`src/rtl/pd_debug_auth_host_driver.sv`:
```
// Host-side driver: round-robin arbitration among requesting channels, streams each
// channel's certificate chunks from a message ROM to the auth controller, captures its response.
//
// state   | meaning
// IDLE    | no session; arbitrate among req_valid
// FETCH   | rom_addr settled; rom_data latched at the closing edge
// PRESENT | chunk valid; wait for auth_msg_ready or hold timeout
// ACK     | Ack_in_driver high; advance to next chunk or end the chain
module pd_debug_auth_host_driver #(
  parameter int MSG_LEN     = 64,
  parameter int NUM_CH      = 2,
  parameter int NUM_CHUNKS  = 6,
  parameter int HOLD_CYCLES = 30,
  localparam int ADDR_W = (NUM_CH * NUM_CHUNKS > 1) ? $clog2(NUM_CH * NUM_CHUNKS) : 1
) (
  input  logic               clk,
  input  logic               reset,
  input  logic [NUM_CH-1:0]  req_valid,
  output logic [NUM_CH-1:0]  grant,
  output logic [ADDR_W-1:0]  rom_addr,
  input  logic [MSG_LEN-1:0] rom_data,
  output logic [MSG_LEN-1:0] auth_msg_in,
  output logic [NUM_CH-1:0]  msg_ready,
  input  logic               auth_msg_ready,
  output logic               Ack_in_driver,
  input  logic               resp_req_out,
  input  logic [MSG_LEN-1:0] auth_msg_out,
  output logic               resp_req_in,
  output logic [MSG_LEN-1:0] resp_msg,
  output logic               resp_valid,
  output logic [NUM_CH-1:0]  chan_done,
  output logic [NUM_CH-1:0]  timeout_err
);

  localparam int CH_W  = (NUM_CH > 1) ? $clog2(NUM_CH) : 1;
  localparam int IDX_W = (NUM_CHUNKS > 1) ? $clog2(NUM_CHUNKS) : 1;
  localparam int CNT_W = $clog2(HOLD_CYCLES + 1);

  typedef enum logic [1:0] {IDLE, FETCH, PRESENT, ACK} state_t;

  state_t             state_q, state_d;
  logic [CH_W-1:0]    rr_ptr_q, rr_ptr_d;
  logic [CH_W-1:0]    ch_q, ch_d;
  logic [IDX_W-1:0]   idx_q, idx_d;
  logic [CNT_W-1:0]   hold_cnt_q, hold_cnt_d;
  logic [NUM_CH-1:0]  grant_q, grant_d;
  logic [ADDR_W-1:0]  rom_addr_q, rom_addr_d;
  logic [MSG_LEN-1:0] auth_msg_in_q, auth_msg_in_d;
  logic [NUM_CH-1:0]  msg_ready_q, msg_ready_d;
  logic [NUM_CH-1:0]  chan_done_q, chan_done_d;
  logic [NUM_CH-1:0]  timeout_err_q, timeout_err_d;
  logic               resp_req_in_q, resp_req_in_d;
  logic [MSG_LEN-1:0] resp_msg_q, resp_msg_d;
  logic               resp_valid_q, resp_valid_d;

  logic               sel_found;
  logic [CH_W-1:0]    sel_ch, cand_ch;
  logic               rearm;

  // Round-robin search starting one past the last served channel.
  always_comb begin
    sel_found = 1'b0;
    sel_ch    = '0;
    cand_ch   = '0;
    for (int i = 1; i <= NUM_CH; i++) begin
      cand_ch = CH_W'((int'(rr_ptr_q) + i) % NUM_CH);
      if (!sel_found && req_valid[cand_ch]) begin
        sel_found = 1'b1;
        sel_ch    = cand_ch;
      end
    end
  end

  always_comb begin
    state_d       = state_q;
    rr_ptr_d      = rr_ptr_q;
    ch_d          = ch_q;
    idx_d         = idx_q;
    hold_cnt_d    = hold_cnt_q;
    grant_d       = grant_q;
    rom_addr_d    = rom_addr_q;
    auth_msg_in_d = auth_msg_in_q;
    msg_ready_d   = msg_ready_q;
    chan_done_d   = '0;
    timeout_err_d = timeout_err_q;
    rearm         = 1'b0;

    case (state_q)
      IDLE: begin
        if (sel_found) begin
          grant_d               = '0;
          grant_d[sel_ch]       = 1'b1;
          rr_ptr_d              = sel_ch;
          ch_d                  = sel_ch;
          timeout_err_d[sel_ch] = 1'b0;
          idx_d                 = '0;
          rom_addr_d            = ADDR_W'(int'(sel_ch) * NUM_CHUNKS);
          state_d               = FETCH;
        end
      end
      FETCH: begin
        auth_msg_in_d     = rom_data;
        msg_ready_d       = '0;
        msg_ready_d[ch_q] = 1'b1;
        hold_cnt_d        = '0;
        state_d           = PRESENT;
      end
      PRESENT: begin
        // Ready is checked first so a late ready on the last hold cycle still completes.
        if (auth_msg_ready) begin
          msg_ready_d = '0;
          state_d     = ACK;
        end else if (hold_cnt_q == CNT_W'(HOLD_CYCLES - 1)) begin
          msg_ready_d         = '0;
          timeout_err_d[ch_q] = 1'b1;
          grant_d             = '0;
          state_d             = IDLE;
        end else begin
          hold_cnt_d = hold_cnt_q + CNT_W'(1);
        end
      end
      ACK: begin
        if (idx_q == IDX_W'(NUM_CHUNKS - 1)) begin
          chan_done_d[ch_q] = 1'b1;
          grant_d           = '0;
          rearm             = 1'b1;
          state_d           = IDLE;
        end else begin
          idx_d      = idx_q + IDX_W'(1);
          rom_addr_d = ADDR_W'(int'(ch_q) * NUM_CHUNKS + int'(idx_q) + 1);
          state_d    = FETCH;
        end
      end
      default: state_d = IDLE;
    endcase
  end

  // A new response request on the same edge as a chain completion takes precedence.
  always_comb begin
    resp_valid_d  = resp_req_out;
    resp_msg_d    = resp_msg_q;
    resp_req_in_d = resp_req_in_q;
    if (resp_req_out) begin
      resp_req_in_d = 1'b0;
      resp_msg_d    = auth_msg_out;
    end else if (rearm) begin
      resp_req_in_d = 1'b1;
    end
  end

  always_ff @(posedge clk or posedge reset) begin
    if (reset) begin
      state_q       <= IDLE;
      rr_ptr_q      <= CH_W'(NUM_CH - 1);
      ch_q          <= '0;
      idx_q         <= '0;
      hold_cnt_q    <= '0;
      grant_q       <= '0;
      rom_addr_q    <= '0;
      auth_msg_in_q <= '0;
      msg_ready_q   <= '0;
      chan_done_q   <= '0;
      timeout_err_q <= '0;
      resp_req_in_q <= 1'b1;
      resp_msg_q    <= '0;
      resp_valid_q  <= 1'b0;
    end else begin
      state_q       <= state_d;
      rr_ptr_q      <= rr_ptr_d;
      ch_q          <= ch_d;
      idx_q         <= idx_d;
      hold_cnt_q    <= hold_cnt_d;
      grant_q       <= grant_d;
      rom_addr_q    <= rom_addr_d;
      auth_msg_in_q <= auth_msg_in_d;
      msg_ready_q   <= msg_ready_d;
      chan_done_q   <= chan_done_d;
      timeout_err_q <= timeout_err_d;
      resp_req_in_q <= resp_req_in_d;
      resp_msg_q    <= resp_msg_d;
      resp_valid_q  <= resp_valid_d;
    end
  end

  assign grant         = grant_q;
  assign rom_addr      = rom_addr_q;
  assign auth_msg_in   = auth_msg_in_q;
  assign msg_ready     = msg_ready_q;
  assign Ack_in_driver = (state_q == ACK);
  assign chan_done     = chan_done_q;
  assign timeout_err   = timeout_err_q;
  assign resp_req_in   = resp_req_in_q;
  assign resp_msg      = resp_msg_q;
  assign resp_valid    = resp_valid_q;

endmodule

```
`config.mk`:
```
export PLATFORM = sky130hd
export DESIGN_NAME = pd_debug_auth_host_driver
export DESIGN_NICKNAME = d
export VERILOG_FILES = /design/src/rtl/pd_debug_auth_host_driver.sv
export SDC_FILE = /design/constraint.sdc
export NUM_CORES = 1
export LEC_CHECK = 0
export CORE_UTILIZATION = 30
export DETAILED_ROUTE_END_ITERATION = 7
export GPL_TIMING_DRIVEN = 0
export MAX_ROUTING_LAYER = met4
export PLACE_DENSITY = 0.68
export SYNTH_ARGS = -nofsm -noshare
export SYNTH_HDL_FRONTEND = slang
export SYNTH_SLANG_ARGS = --single-unit
export TNS_END_PERCENT = 1
```
`constraint.sdc`:
```
create_clock -name clk -period 7.4 [get_ports clk]
set_input_delay 1.11 -clock clk [delete_from_list [all_inputs] [get_ports clk]]
set_output_delay 1.11 -clock clk [all_outputs]
set_load 0.01 [all_outputs]
```
==> summary.txt, run 1 <==
Crit-path slowest cell = clkdlybuf4s50_1
wire per inst = 14.9 um
hold buffers post-CTS = 0
Worst slew margin = 56.9%
vias post-DR = 4774
element type at the critical path end = output port
maximum net fanout on the critical path = 10
PwrDens = 350 nW/um^2
clock transition at the registers of the reported paths = 0.07 ns
Max Root-Sink Buffers = 2
Rows = 51
total gr overflow = 0
Root Buffer = clkbuf_16
Post-Syn Area = 5980 um^2
Worst Path Arrival = 1.75 ns
ys async rst share = 100%
core area = 19500 um^2
cell count after synthesis = 520
Hold Fails Final Rpt = 0
worst path cell trace = buf_2 -> nand2_2 -> inv_2 -> clkdlybuf4s50_1
worst-margin pin slew = 0.647 ns
Max Clock Skew = 0.00920 ns
fin crit share = 38.6%
Die Area = 20500 um^2
Leak = 0.00439 uW
Hold Slack = 0.462 ns
Max VDD drop = 0.198 mV
area delta synth->final = 62.2%
Die Height = 143 um
number of routed nets with antenna violations = 0
clock sinks = 153
FILL cells = 1826
post-cts sizing count = 0
maxcap violations = 0
unrepaired setup endpoints after global routing = no
# setup viols final = 0
type of the most critical hold path = flop to flop
Layout Cells excl Fill = 1095
GP Congestion = 0.760
largest net degree at the start of global routing = 99
TritonCTS buffer count = 17
drt initial violations = 124
CP peak stage delay = 0.55 ns
DR pass1 iterations = 4
Tot GR Track Use = 16.6%
ratio of cells with drive above 1 in the final layout = 15.0%
Final nets = 957
ys flop type = dfrtp_1
Detail Placement HPWL = 12100 um
antenna violations before repair = 1
max-slew violation count = 0
Synth Warn # = 0
Seq/Total Area, Yosys = 64.0%
Max Fclk = 350 MHz
Setup TNS = 0 ns
EDFF count, synth = 0
Starting Density = 30.6%
dpl cells = 1062
input/output buffers = 276
syn_nets = 661
outcome = finished, final reports clean
crit start category = flop
Crit Path Class = flop to output port
post-layout min period = 2.86 ns
synthesis-stage register bit count = 153
Avg Cell Area, Syn = 11.5 um^2
clk_lat worst skew = 0.42 ns
WP data required = 6.29 ns
htree depth = 4
Routed Wire Length = 16300 um
IO Pins = 277
vias per inst = 4.36
vias in the first global route = 4735
Post-CTS Setup Inserts = 0
global-route wire length before repair = 25100 um
Yosys cell types = 38
CTS tree = yes
DR DRC count = 0
die width = 143 um
[path summary, 6_finish.rpt]
kind / startpoint / end / slack [ns] / depth (start not counted)
max: state_q[0] / Ack_in_driver / 4.54 / 4
min in group asynchronous: reset / auth_msg_in[17] / 1.10 / 2
min: resp_req_in / resp_req_in / 0.46 / 2
max in group asynchronous: reset / auth_msg_in[5] / 5.46 / 3
max reg2reg: ch_q / rom_addr[2] / 5.73 / 5
min reg2reg: resp_req_in / resp_req_in / 0.46 / 2
[report_power, final]
| group | switching (uW) | leakage, uW | internal, uW |
|---|---|---|---|
| sequential | 142 | 0.00186 | 1090 |
| clock | 369 | 0.000282 | 506 |
| combinational | 618 | 0.00226 | 672 |
[flip-flops by register name (all words and copies together), names as in the netlist]
register and count:
resp_req_in 1, rom_addr 3, msg_ready 2, chan_done 2, hold_cnt_q 5, idx_q 3, resp_msg 64, resp_valid 1
timeout_err 2, rr_ptr_q 1, auth_msg_in 64, ch_q 1, state_q 2, grant 2
[cells by family after synthesis]
family / synth area share, %
simple gates: 14.9
flops: 64.0
mux: 13.8
buf+inv: 2.61
compound gates: 2.99
fa+ha+maj: 1.59
xor+xnor: 0.146
[cell usage in the layout (no fill, tap or decap), types with 2 or more instances in the layout]
cell type	netlist	final
a211oi_1	2	2
a21bo_2	2	2
a21o_1	2	2
a21oi_1	7	7
a41o_1	2	2
and3_1	3	3
buf_2	14	14
bufinv_16	0	2
clkbuf_1	9	10
clkbuf_16	0	17
clkdlybuf4s50_1	0	276
clkinv_4	0	2
clkinvlp_4	0	3
dfrtp_1	151	151
dfstp_2	2	2
ha_1	6	6
inv_1	11	10
inv_6	0	4
inv_8	0	3
mux2_2	67	67
mux2i_1	7	7
nand2_1	200	200
nand2b_1	4	4
nand3_1	4	4
nor2_1	5	5
o21ai_0	2	2
o22ai_1	2	2
[critical path, delay by kind of cell, from the launching register on]
family | cells | cell delay (ns)
flops | 1 | 0.31
simple gates | 1 | 0.12
buf+inv | 3 | 0.89
[final cells by class]
type / instances / area [um^2] / share of cell area (%)
antenna: 1 / 2.50 / 0.0258
buffer: 24 / 111 / 1.15
clock buffer: 18 / 429 / 4.42
clock inverter: 14 / 163 / 1.68
inverter: 12 / 52.6 / 0.541
multi-input combinational: 331 / 2000 / 20.6
sequential: 153 / 3830 / 39.5
tap: 265 / 332 / 3.42
timing repair buffer: 277 / 2790 / 28.7
[routing by layer]
| metal | vias up | GRT usage, % | wire length (um) |
|---|---|---|---|
| met1 | 2284 | 19.4 | 6690 |
| li1 | 2297 | - | - |
| met4 | 0 | 5.15 | 189 |
| met5 | - | - | 0 |
| met2 | 177 | 27.0 | 8060 |
| met3 | 16 | 5.70 | 1390 |
[synthesized netlist by cell type (all sizes together) (3+ instances only)]
cell    count  area share, %
ha          6            1.3
mux2i       7            1.2
mux2       67             13
nor2        5           0.31
buf        15            1.3
a21oi       7           0.59
and3        3           0.31
dfrtp     151             63
nand2b      4           0.42
clkbuf      9           0.56
nand2     201             13
inv        12           0.75
nand3       4           0.33
[through the flow]
step                      setup slack (ns)  power (uW)  cell area [um^2]  utilization, %
after floorplan                       2.17        1830              5980               -
after CTS                             4.51        3460              9710            49.7
after global routing                  4.39        3630              9710            49.7
final                                 4.54        3400              9710            49.7
after global placement              -0.273        2540              9080            46.5
after detailed placement              4.69        2560              9110            46.7
Note: power is estimated with default switching activity, not from simulation.
==> run 2: changes to the inputs <==
- PLACE_DENSITY: 0.68 -> 0.71
- clock period: 7.4 -> 2.52 ns (I/O delays scaled with it)
==> run 2 against run 1 <==
  * Routed wire length rose by 0.85%
  * Via count rose by 0.54%
  * Critical endpoint unchanged
  * Setup slack got worse by 4.2 ns
  * Clock skew fell by 0.0026 ns
  * Sequential share of layout area fell by 0.14 points
==> summary.txt, run 2 (synthesis gave the netlist of run 1 again) <==
maxcap violations = 0 (unchanged)
GP Congestion = 0.781 (was 0.760)
die width = 143 um (unchanged)
total gr overflow = 0 (unchanged)
area delta synth->final = 62.8% (was 62.2%)
Max Clock Skew = 0.00664 ns (was 0.00920 ns)
Die Height = 143 um (unchanged)
ant diodes = 0 (was 1)
Tot GR Track Use = 16.5% (was 16.6%)
TritonCTS buffer count = 17 (unchanged)
# setup viols final = 0 (unchanged)
Starting Density = 30.6% (unchanged)
IO Pins = 277 (unchanged)
commonest non-fill, non-tap cell in the layout = clkdlybuf4s50_1 (unchanged)
antenna violations before repair = 0 (was 1)
outcome = finished, final reports clean (unchanged)
core area = 19500 um^2 (unchanged)
Max Root-Sink Buffers = 2 (unchanged)
post-cts sizing count = 0 (unchanged)
htree depth = 4 (unchanged)
Routed Wire Length = 16500 um (was 16300 um)
wire per inst = 15.0 um (was 14.9 um)
vias post-DR = 4800 (was 4774)
element type at the critical path end = output port (unchanged)
Setup TNS = 0 ns (unchanged)
clk_lat worst skew = 0.41 ns (was 0.42 ns)
Post-CTS Setup Inserts = 0 (unchanged)
clock sinks = 153 (unchanged)
hold buffers post-CTS = 0 (unchanged)
fin util = 49.9% (was 49.7%)
Root Buffer = clkbuf_16 (unchanged)
crit start category = flop (unchanged)
number of routed nets with antenna violations = 0 (unchanged)
Die Area = 20500 um^2 (unchanged)
total power = 9980 uW (was 3400 uW)
commonest non-fill, non-tap cells in the layout = clkdlybuf4s50_1, nand2_1, dfrtp_1 (unchanged)
post-layout min period = 2.14 ns
Detail Placement HPWL = 12400 um (was 12100 um)
worst-margin pin slew = 0.759 ns (was 0.647 ns)
largest net degree at the start of global routing = 41 (was 99)
Rows = 51 (unchanged)
clock transition at the registers of the reported paths = 0.07 ns (about the same)
fin crit share = 85.0%
Hold Fails Final Rpt = 0 (unchanged)
DR DRC count = 0 (unchanged)
type of the most critical hold path = primary input to asynchronous set/reset pin (was flop to flop)
Final nets = 960 (was 957)
WP data required = 2.14 ns (was 6.29 ns)
unrepaired setup endpoints after global routing = no (unchanged)
CTS tree = yes (unchanged)
Hold Slack = 0.270 ns (was 0.462 ns)
Leak = 0.00441 uW (was 0.00439 uW)
global-route wire length before repair = 24900 um (was 25100 um)
input/output buffers = 276 (unchanged)
maximum net fanout on the critical path = 10 (unchanged)
Max Fclk = 467 MHz
vias per inst = 4.38 (was 4.36)
ratio of cells with drive above 1 in the final layout = 15.4% (was 15.0%)
max-slew violation count = 0 (unchanged)
drt initial violations = 160 (was 124)
DR pass1 iterations = 4 (unchanged)
Worst slew margin = 49.4% (was 56.9%)
PwrDens = 1020 nW/um^2 (was 350 nW/um^2)
Worst Path Arrival = 1.76 ns (was 1.75 ns)
vias in the first global route = 4758 (was 4735)
Crit Path Class = flop to output port (unchanged)
Max VDD drop = 0.563 mV (was 0.198 mV)
-- run 2: metrics by stage --
stage,std cells,area (um^2),worst slack (ns)
CTS,1097,9740,0.360
detailed placement,1065,9160,0.522
global route,1097,9740,0.289
floorplan,520,5990,0.213
finish,1097,9740,0.379
global placement,1061,9080,-1.25
-- run 2: report_power, final --
part	leakage [uW]	total, uW	switching (uW)	internal (uW)
clock network	0.000282	2540	1140	1400
registers	0.00186	3630	431	3200
logic	0.00228	3800	1820	1980
-- run 2: final timing paths --
| path | slack, ns | startpoint | depth (start not counted) | endpoint |
|---|---|---|---|---|
| worst max-delay path | 0.38 | state_q[0] | 4 | Ack_in_driver |
| worst min-delay path | 0.27 | reset | 2 | rom_addr[2] |
| worst max register to register | 0.80 | state_q[1] | 5 | auth_msg_in[13] |
| worst min register to register | 0.47 | resp_req_in | 2 | resp_req_in |
| max in group asynchronous | 1.46 | reset | 4 | auth_msg_in[51] |
| min in group clk | 0.47 | resp_req_in | 2 | resp_req_in |
-- run 2: area by class of cell --
cell class,count,area (um^2)
inverter,12,48.8
fill,1778,9780
timing repair buffer,280,2840
multi-input combinational,331,2000
sequential,153,3830
buffer,24,111
clock inverter,15,154
clock buffer,17,425
tap,265,332
-- run 2: layer usage --
layer,up-vias,track usage (%),part of all wire [%]
met5,-,-,0
met4,0,4.87,0.98
met3,15,4.86,8.1
met2,194,27.0,49
met1,2296,19.5,42
li1,2295,-,-
-- run 2: critical path, stage by stage (launching register included) --
cell and delay [ns]:
dfrtp_1 0.32, buf_2 0.20, nand2_2 0.13, inv_2 0.14
clkdlybuf4s50_1 0.55
